### src/rtl/mux_rr_n_pkg.sv
// Shared constants and helpers for the N-channel registered round-robin multiplexer.
package mux_pkg;

    localparam logic MODE_FIXED = 1'b0;
    localparam logic MODE_RR    = 1'b1;

    // Select width never collapses to zero, even for a 1- or 2-channel build.
    function automatic int clog2_min1(input int n);
        if (n <= 2) begin
            return 1;
        end else begin
            return $clog2(n);
        end
    endfunction

endpackage

### src/rtl/mux_rr_n_if.sv
// Producer-side and consumer-side handshake bundle of the multiplexer.
interface mux_rr_n_if
    import mux_pkg::*;
#(
    parameter int N = 4,
    parameter int W = 8
);
    localparam int SELW = clog2_min1(N);

    logic                mode;
    logic [SELW-1:0]     sel;
    logic [N-1:0]        in_valid;
    logic [N-1:0]        in_ready;
    logic [N*W-1:0]      in_data;
    logic                out_valid;
    logic                out_ready;
    logic [W-1:0]        out_data;
    logic [SELW-1:0]     out_ch;

    modport master (
        output mode, sel, in_valid, in_data, out_ready,
        input  in_ready, out_valid, out_data, out_ch
    );

    modport slave (
        input  mode, sel, in_valid, in_data, out_ready,
        output in_ready, out_valid, out_data, out_ch
    );

endinterface

### src/rtl/mux_rr_n_arbiter.sv
// Rotating-priority arbiter: the first requester at or after ptr (mod N) wins.
module rr_arbiter
    import mux_pkg::*;
#(
    parameter int N = 4,
    localparam int SELW = clog2_min1(N)
) (
    input  logic [N-1:0]    req,
    input  logic [SELW-1:0] ptr,
    input  logic            en,
    output logic [N-1:0]    gnt
);

    logic [SELW-1:0] idx_s;
    logic            hit_s;
    logic            found_s;

    // Walk the channels starting at ptr, wrapping at N rather than 2^SELW.
    always_comb begin
        gnt     = '0;
        found_s = 1'b0;
        idx_s   = '0;
        hit_s   = 1'b0;
        for (int k = 0; k < N; k++) begin
            idx_s        = SELW'((int'(ptr) + k) % N);
            hit_s        = en & ~found_s & req[idx_s];
            gnt[idx_s]   = gnt[idx_s] | hit_s;
            found_s      = found_s | hit_s;
        end
    end

endmodule

### src/rtl/mux_rr_n.sv
// N-channel, W-bit registered multiplexer with fixed-select or round-robin
// channel choice and valid/ready handshakes on every port.
module mux_rr_n
    import mux_pkg::*;
#(
    parameter int N = 4,
    parameter int W = 8
) (
    input  logic        clk,
    input  logic        rst_n,
    mux_rr_n_if.slave   bus
);

    localparam int SELW = clog2_min1(N);

    logic                load_s;
    logic                rr_en_s;
    logic [N-1:0]        fixed_gnt_s;
    logic [N-1:0]        rr_gnt_s;
    logic [N-1:0]        grant_s;
    logic                any_s;
    logic [W-1:0]        data_s;
    logic [SELW-1:0]     ch_s;

    logic                out_valid_r;
    logic [W-1:0]        out_data_r;
    logic [SELW-1:0]     out_ch_r;
    logic [SELW-1:0]     rr_ptr_r;

    // The register can take a word when empty or when its word leaves this cycle.
    assign load_s  = !out_valid_r || bus.out_ready;
    assign rr_en_s = load_s && (bus.mode == MODE_RR);

    rr_arbiter #(.N(N)) u_arb (
        .req (bus.in_valid),
        .ptr (rr_ptr_r),
        .en  (rr_en_s),
        .gnt (rr_gnt_s)
    );

    // Fixed-select grant; out-of-range sel grants nobody.
    always_comb begin
        fixed_gnt_s = '0;
        if (load_s && (bus.mode == MODE_FIXED) && (int'(bus.sel) < N)) begin
            fixed_gnt_s[bus.sel] = bus.in_valid[bus.sel];
        end else begin
            fixed_gnt_s = '0;
        end
    end

    // One-hot grant to data/channel selection by AND-OR.
    always_comb begin
        grant_s = (bus.mode == MODE_RR) ? rr_gnt_s : fixed_gnt_s;
        any_s   = |grant_s;
        data_s  = '0;
        ch_s    = '0;
        for (int i = 0; i < N; i++) begin
            data_s = data_s | (bus.in_data[i*W +: W] & {W{grant_s[i]}});
            ch_s   = ch_s   | (SELW'(i) & {SELW{grant_s[i]}});
        end
    end

    // Producers see no accept while reset is held.
    assign bus.in_ready = rst_n ? grant_s : {N{1'b0}};

    // Output register and round-robin pointer.
    always_ff @(posedge clk or negedge rst_n) begin
        if (!rst_n) begin
            out_valid_r <= 1'b0;
            out_data_r  <= '0;
            out_ch_r    <= '0;
            rr_ptr_r    <= '0;
        end else if (load_s) begin
            if (any_s) begin
                out_valid_r <= 1'b1;
                out_data_r  <= data_s;
                out_ch_r    <= ch_s;
                if (bus.mode == MODE_RR) begin
                    rr_ptr_r <= (ch_s == SELW'(N-1)) ? '0 : ch_s + SELW'(1);
                end else begin
                    rr_ptr_r <= rr_ptr_r;
                end
            end else begin
                out_valid_r <= 1'b0;
            end
        end else begin
            out_valid_r <= out_valid_r;
        end
    end

    assign bus.out_valid = out_valid_r;
    assign bus.out_data  = out_data_r;
    assign bus.out_ch    = out_ch_r;

endmodule

### src/flat_wrapper.sv
// flat-port wrapper written by rule: the top's interface ports become plain ports
module mux_rr_n_flat import mux_pkg::*;
#(
    parameter int N = 4,
    parameter int W = 8
)
  (clk, rst_n, bus_mode, bus_sel, bus_in_valid, bus_in_data, bus_out_ready, bus_in_ready, bus_out_valid, bus_out_data, bus_out_ch);
  mux_rr_n_if #(.N(N), .W(W)) bus_i ();
  input  logic clk;
  input  logic rst_n;
  input wire logic [$bits(bus_i.mode)-1:0] bus_mode;
  input wire logic [$bits(bus_i.sel)-1:0] bus_sel;
  input wire logic [$bits(bus_i.in_valid)-1:0] bus_in_valid;
  input wire logic [$bits(bus_i.in_data)-1:0] bus_in_data;
  input wire logic [$bits(bus_i.out_ready)-1:0] bus_out_ready;
  output wire logic [$bits(bus_i.in_ready)-1:0] bus_in_ready;
  output wire logic [$bits(bus_i.out_valid)-1:0] bus_out_valid;
  output wire logic [$bits(bus_i.out_data)-1:0] bus_out_data;
  output wire logic [$bits(bus_i.out_ch)-1:0] bus_out_ch;
  assign bus_i.mode = bus_mode;
  assign bus_i.sel = bus_sel;
  assign bus_i.in_valid = bus_in_valid;
  assign bus_i.in_data = bus_in_data;
  assign bus_i.out_ready = bus_out_ready;
  assign bus_in_ready = bus_i.in_ready;
  assign bus_out_valid = bus_i.out_valid;
  assign bus_out_data = bus_i.out_data;
  assign bus_out_ch = bus_i.out_ch;
  mux_rr_n #(.N(N), .W(W)) u_core (.clk(clk), .rst_n(rst_n), .bus(bus_i));
endmodule
### config.mk
export PLATFORM = sky130hd
export DESIGN_NAME = mux_rr_n_flat
export DESIGN_NICKNAME = d
export VERILOG_FILES = /design/src/rtl/mux_rr_n_pkg.sv /design/src/rtl/mux_rr_n_if.sv /design/src/rtl/mux_rr_n_arbiter.sv /design/src/rtl/mux_rr_n.sv /design/src/flat_wrapper.sv
export SDC_FILE = /design/constraint.sdc
export NUM_CORES = 1
export LEC_CHECK = 0
export ABC_AREA = 0
export CORE_ASPECT_RATIO = 0.6
export CORE_MARGIN = 4
export CORE_UTILIZATION = 41
export DETAILED_ROUTE_END_ITERATION = 12
export HOLD_SLACK_MARGIN = 0.15
export PLACE_DENSITY = 0.77
export SYNTH_ARGS = -nofsm -noshare
export SYNTH_HDL_FRONTEND = slang
export SYNTH_SLANG_ARGS = --single-unit
### constraint.sdc
create_clock -name clk -period 10.49 [get_ports clk]
set_clock_uncertainty 0.2 [all_clocks]
set_input_delay 1.049 -clock clk [delete_from_list [all_inputs] [get_ports clk]]
set_output_delay 1.049 -clock clk [all_outputs]
set_load 0.05 [all_outputs]
# Yosys cells after proc, flatten, opt, wreduce, memory -nomap -nowiden

Index checks and enable logic that the tools add are counted.

Register bits: 13
Output and inout bits: 15

$add $sub $neg: 4
Order comparisons: 10
Equal/unequal tests: 1
Mux-type cells: 36
Bitwise operators: 28
Reduce and logical (&&, ||, !) cells: 12

Operators with widths:

| cell                                                              | number |
|---|---|
| bitwise AND 8 bit                                                 | 4 |
| OR 8 bit                                                          | 3 |
| binary-select mux 1 bit (select 2 bit)                            | 9 |
| < comparator 2 x 3 -> 1 bit, second input constant                | 5 |
| two-way mux 1 bit                                                 | 15 |
| bitwise mux 4 bit                                                 | 3 |
| two-way mux 4 bit                                                 | 3 |
| demux 1 bit (select 2 bit)                                        | 5 |
| greater-or-equal comparator 2 x 1 -> 1 bit, second input constant | 5 |
| bitwise AND 4 bit                                                 | 2 |
| bitwise AND 1 bit                                                 | 7 |
| logical AND 1 bit                                                 | 7 |
| OR 1 bit                                                          | 6 |
| adder 2 x 1 -> 2 bit, second input constant                       | 2 |
| adder 2 bit, second input constant                                | 2 |
| inverter 1 bit                                                    | 4 |
| OR reduction 4 bit                                                | 1 |
| AND reduction 3 bit                                               | 1 |
| equality test 2 bit, second input constant                        | 1 |
| two-way mux 2 bit                                                 | 1 |
| OR 1 x 2 -> 2 bit                                                 | 1 |
| OR 2 bit                                                          | 1 |
| AND reduction 2 bit                                               | 1 |
| zero test 1 bit                                                   | 1 |
| logical OR 1 bit                                                  | 1 |

# Logic depth before layout (Yosys ltp)

Depth after elaboration: 23
Depth in mapped cells: 16
Depth with buffers taken out: 12

# By module

From an unflattened synthesis, not the netlist that was laid out.

Cell total of the unflattened synthesis: 257
Area, all modules: 2143.3 um2

By module, submodules not included:

| module     | times used | cells each | area an instance (um2) | seq. area each (um2) |
|---|---|---|---|---|
| mux_rr_n   | 1          | 151        | 1361.3                 | 325.3 |
| rr_arbiter | 1          | 106        | 782.0                  | 0.0 |

# Least setup slack after synthesis

Ideal clock, no wire load.

Path type: reg-to-output
Start point: reg u_core.rr_ptr_r[0]
End point: out bus_in_ready[3]
Arrival time: 4.099 ns
Slack: 5.142 ns
Stages on the path, launching flop included: 13
Path buffers: 3
Path through: dfrtp_1 clkbuf_1 clkbuf_1 inv_1 ha_1 clkbuf_1 mux4_2 nor3_1 o211ai_1 a311oi_1 o22ai_2 o31ai_1 and2_1

Cells in the longest elaborated chain, start to end: 19

Ends and longest elaborated chain:

| what                                                                         | line                                           | source |
|---|---|---|
| from (decl)                                                                  | mux_rr_n.sv:28                                 | `logic [SELW-1:0] rr_ptr_r;` |
| from (signal assigned)                                                       | mux_rr_n.sv:79                                 | `rr_ptr_r <= (ch_s == SELW'(N-1)) ? '0 : ch_s + SELW'(1);` |
| from (signal assigned)                                                       | mux_rr_n.sv:81                                 | `rr_ptr_r <= rr_ptr_r;` |
| < comparator 2 x 3 -> 1 bit (implied by the code) (tied with other cells)    | mux_rr_n_arbiter.sv:27                         | `gnt[idx_s] = gnt[idx_s] \| hit_s;` |
| logical AND 1 bit (implied by the code) or two-way mux 1 bit (tied branches) | mux_rr_n_arbiter.sv:27, mux_rr_n_arbiter.sv:26 |  |
| two-way mux 1 bit (implied by the code) or bitwise AND 1 bit (tied branches) | mux_rr_n_arbiter.sv:27, mux_rr_n_arbiter.sv:26 |  |
| demux 1 bit (select 2 bit) or OR 1 bit (tied branches)                       | mux_rr_n_arbiter.sv:27                         |  |
| bitwise AND 4 bit (no source line)                                           | -                                              |  |
| binary-select mux 1 bit (select 2 bit)                                       | mux_rr_n_arbiter.sv:27                         |  |
| two-way mux 1 bit (implied by the code)                                      | mux_rr_n_arbiter.sv:27                         |  |
| OR 1 bit                                                                     | mux_rr_n_arbiter.sv:27                         |  |
| [3 not listed]                                                               | -                                              |  |
| OR 1 bit                                                                     | mux_rr_n_arbiter.sv:27                         |  |
| bitwise mux 4 bit                                                            | mux_rr_n_arbiter.sv:27                         |  |
| binary-select mux 1 bit (select 2 bit)                                       | mux_rr_n_arbiter.sv:27                         |  |
| two-way mux 1 bit (implied by the code)                                      | mux_rr_n_arbiter.sv:27                         |  |
| OR 1 bit                                                                     | mux_rr_n_arbiter.sv:27                         |  |
| bitwise mux 4 bit (*)                                                        | mux_rr_n_arbiter.sv:27                         |  |
| two-way mux 4 bit (*)                                                        | mux_rr_n.sv:53                                 | `grant_s = (bus.mode == MODE_RR) ? rr_gnt_s : fixed_gnt_s;` |
| two-way mux 4 bit (*)                                                        | mux_rr_n.sv:64                                 | `assign bus.in_ready = rst_n ? grant_s : {N{1'b0}};` |
| to (decl)                                                                    | flat_wrapper.sv:16                             | `output wire logic [$bits(bus_i.in_ready)-1:0] bus_in_ready;` |

Every way passes the cells marked *; elsewhere a longest branch is shown, timed or not. The select of a mux whose other input is x is not followed.

# Worst setup path after layout

Start point: in bus_in_valid[2]
End point: out bus_in_ready[1]

Cells in the longest elaborated chain, start to end: 19

Ends and longest elaborated chain:

| what                                    | line                   | source |
|---|---|---|
| from (decl)                             | flat_wrapper.sv:13     | `input wire logic [$bits(bus_i.in_valid)-1:0] bus_in_valid;` |
| binary-select mux 1 bit (select 2 bit)  | mux_rr_n_arbiter.sv:26 | `hit_s = en & ~found_s & req[idx_s];` |
| two-way mux 1 bit (implied by the code) | mux_rr_n_arbiter.sv:26 |  |
| bitwise AND 1 bit                       | mux_rr_n_arbiter.sv:26 |  |
| OR 1 bit                                | mux_rr_n_arbiter.sv:27 |  |
| bitwise AND 4 bit (no source line)      | -                      |  |
| binary-select mux 1 bit (select 2 bit)  | mux_rr_n_arbiter.sv:27 |  |
| two-way mux 1 bit (implied by the code) | mux_rr_n_arbiter.sv:27 |  |
| OR 1 bit                                | mux_rr_n_arbiter.sv:27 |  |
| [3 not listed]                          | -                      |  |
| OR 1 bit                                | mux_rr_n_arbiter.sv:27 |  |
| bitwise mux 4 bit                       | mux_rr_n_arbiter.sv:27 |  |
| binary-select mux 1 bit (select 2 bit)  | mux_rr_n_arbiter.sv:27 |  |
| two-way mux 1 bit (implied by the code) | mux_rr_n_arbiter.sv:27 |  |
| OR 1 bit                                | mux_rr_n_arbiter.sv:27 |  |
| bitwise mux 4 bit                       | mux_rr_n_arbiter.sv:27 |  |
| two-way mux 4 bit (*)                   | mux_rr_n.sv:53         |  |
| two-way mux 4 bit (*)                   | mux_rr_n.sv:64         |  |

Marked as above.

==> PnR_summary.wiki <==
{| class="wikitable"
! Metric !! Value
|-
| Number of iterations in the first detailed-routing pass || 4
|-
| Buf/Inv on CP || 2
|-
| Average cell area after synthesis || 8.93 sq um
|-
| Setup violation total in the final timing report || 0
|-
| Ys async rst share || 100%
|-
| TritonCTS buffer count || 3
|-
| CTS tree || done
|-
| Power density of the placed cells || 410 mW/mm^2
|-
| Static Leak || 0.856 nW
|-
| Die ar. || 0.00490 sq mm
|-
| Critical path fanouts, max || 9
|-
| Via count of the first global-routing pass || 1464
|-
| Top-count cell post-synth || o21ai_0
|-
| Max-slew violation count || 0
|-
| Hold WC Path Type || flop to flop
|-
| Wirelength per Cell || 17.4 um
|-
| Via count || 1637
|-
| Final core area utilization || 59.6%
|-
| Port-buffer cells || 56
|-
| Largest stage delay, worst path || 0.94 ns
|-
| Worst Path Required || 9.24 ns
|-
| Number of DRC markers in iteration 0 || 153
|-
| Number of register bits inferred by synthesis || 13
|-
| Remaining max-slew budget at the tightest pin || 23.8%
|-
| Critical path launch point type || input pin
|-
| Total of warnings raised by yosys || 0
|-
| Worst EP arrival || 5.35 ns
|-
| Wire length of the first global-routing pass || 7.66 mm
|-
| Overall die height || 55.8 um
|-
| Final-layout setup total negative slack || 0 ns
|-
| Smallest hold slack || 0.308 ns
|-
| Proportion of netlist area held by the largest area contributor || 20.8%
|-
| Leading area contributor after synthesis || dfrtp_1
|-
| Final Cycle Share || 62.9%
|-
| Std-Cell Rows || 17
|-
| Family of cells with the greatest summed delay on the critical path || compound AO/OA/AOI/OAI gates
|-
| WL final || 4.69 mm
|-
| Final weighted congestion of routability-driven global placement || 0.909
|-
| Cell-by-cell listing of the critical path || clkdlybuf4s50_1 > mux4_2 > nor3_1 > o211ai_1 > a311oi_1 > o22ai_2 > o311ai_1 > and2_1 > clkdlybuf4s50_1
|-
| Buffer cell driving the clock tree root || clkbuf_8
|-
| Slew at the pin with the worst max-slew slack || 1.12 ns
|-
| Initial standard-cell utilization of the core || 42.7%
|-
| Outcome || finished, final reports clean
|-
| Die extent in x || 87.7 um
|-
| Post-Syn Nets || 222
|-
| Number of H-tree levels || 1
|-
| CTS Hold Bufs || 0
|-
| Count of different cell masters after synthesis || 56
|-
| Most common cell on crit path || clkdlybuf4s50_1
|-
| Max stage delay cell, worst path || o311ai_1
|-
| Worst-path clk slew || 0.06 ns
|-
| Peak VDD IR || 0.000255 V
|-
| Cell types with the highest counts after synthesis || 17 x o21ai_0, 13 x dfrtp_1, 10 x clkbuf_1, 10 x inv_1
|-
| Clk_lat worst skew || 0.25 ns
|-
| Relative area change from synthesis to final layout || 39.5%
|-
| Reported max-cap violation count || 0
|-
| Bufs on Longest Clock Path || 2
|-
| Proportion of synthesized chip area in sequential cells || 20.8%
|-
| Classification of the worst setup path || input pin to output port
|-
| Hold Violations, Final || 0
|-
| Top post-synthesis cells by area || dfrtp_1 21%, mux2_4 7.7%, o21ai_0 5.4%
|-
| Antenna violations before repair || 0
|-
| Total routing resource utilization after global routing || 20.0%
|-
| Total half-perimeter wirelength after legalization and detailed placement || 3.76 mm
|-
| DR DRC count || 0
|-
| Cell area after synthesis || 0.00156 sq mm
|-
| Final antenna diode count || 0
|-
| Unrepaired setup endpoints after global routing || no
|-
| Routed Antenna Nets || 0
|-
| Type of destination of the critical path || output port
|-
| Maximum clock rate || 152 MHz
|-
| I/O pin cnt || 57
|-
| Shortest clock period the worst path allows after layout || 6.60 ns
|-
| Count of instances resized after the clock tree is built || 0
|-
| Buffers inserted during post-CTS setup optimization || 0
|-
| Largest net degree at the start of global routing || 19
|-
| Number of enable flip-flop cells after synthesis || 0
|-
| Area of the core region || 0.00366 sq mm
|-
| Per-cell via count in the routed design || 6.06
|-
| Post-synth top flop || dfrtp_1
|-
| Nets || 271
|-
| Total grt overflow || 0
|-
| Fraction of layout instances using a drive strength above 1 || 12.1%
|-
| Clock Sink Count || 13
|-
| Post-Syn Instances || 175
|}
report_power, final:
| group | internal, W | total, W | switching (W) |
|---|---|---|---|
| Combinational | 0.000332 | 0.000742 | 0.000410 |
| Sequential | 0.0000811 | 0.000107 | 0.0000257 |
| Clock | 0.0000269 | 0.0000456 | 0.0000188 |
cell families (layout without fill, tap and decap cells):
kind of cell    after synthesis  count (layout)  share of synthesized area [%]
compound gates               66              66                           32.5
simple gates                 49              49                           19.5
fa+ha+maj                     5               5                           4.00
mux                          18              18                           16.7
flops                        13              13                           20.8
buf+inv                      24              72                           6.41
registers in the layout (all words and copies together) (netlist names):
register	flops
u_core.bus.out_ch	2
u_core.bus.out_data	8
u_core.bus.out_valid	1
u_core.rr_ptr_r	2
worst paths after layout:
check | startpoint | to | slack, ns | depth (start not counted)
max | bus_in_valid[2] | bus_in_ready[1] | 3.89 | 9
min | u_core.bus.out_data[3] | u_core.bus.out_data[3] | 0.31 | 1
max reg2reg | u_core.rr_ptr_r[0] | u_core.bus.out_data[7] | 5.58 | 10
min reg2reg | u_core.bus.out_data[3] | u_core.bus.out_data[3] | 0.31 | 1
max in group asynchronous | rst_n | u_core.bus.out_valid | 8.58 | 1
min in group asynchronous | rst_n | u_core.bus.out_data[6] | 1.05 | 1
area by class of cell:
cell class                 instances  area (sq um)
tap                               47          58.8
multi-input combinational        138          1140
fill                             313          1480
timing repair buffer              58           576
sequential                        13           325
clock buffer                       4          45.0
inverter                          10          37.5
metrics by stage:
step	cell area, sq um	worst slack, ns	power, W	cells
floorplan	1560	5.14	0.000679	175
global placement	2130	4.12	0.000837	266
detailed placement	2130	3.95	0.000844	266
CTS	2180	3.97	0.000893	270
global route	2180	3.51	0.000960	270
finish	2180	3.89	0.000894	270
per-layer routing:
metal	track usage [%]	part of all wire, %	up-vias
met5	0	0	-
met4	3.94	0.58	0
met3	5.33	6.1	2
met2	26.1	42	48
met1	32.0	51	796
li1	-	-	791
placed cells by master, fill, tap and decap left out, types with 2 or more instances in the layout:
master | synthesis | layout
nor4_1 | 2 | 2
nand2_1 | 4 | 4
mux4_2 | 3 | 3
a2111oi_0 | 2 | 2
ha_1 | 5 | 5
o21ai_0 | 17 | 17
mux2_1 | 2 | 2
a21oi_1 | 4 | 4
a22oi_2 | 2 | 2
o211ai_1 | 3 | 3
o31ai_1 | 3 | 3
nand2b_1 | 3 | 3
or3b_2 | 2 | 2
dfrtp_1 | 13 | 13
and2_1 | 3 | 3
mux2_4 | 8 | 8
nand3_1 | 9 | 9
and4_1 | 2 | 2
nor2b_1 | 3 | 3
a31oi_1 | 3 | 3
nor3_1 | 4 | 4
mux2i_1 | 4 | 4
buf_4 | 0 | 2
clkdlybuf4s50_1 | 0 | 56
and3_1 | 3 | 3
and3b_1 | 2 | 2
a311oi_1 | 2 | 2
clkbuf_8 | 0 | 3
a41o_1 | 2 | 2
nand3b_1 | 2 | 2
o21bai_1 | 2 | 2
inv_1 | 10 | 10
nor2_1 | 6 | 6
a22oi_1 | 9 | 9
o21a_1 | 2 | 2
Power figures use the tool's default switching activity.
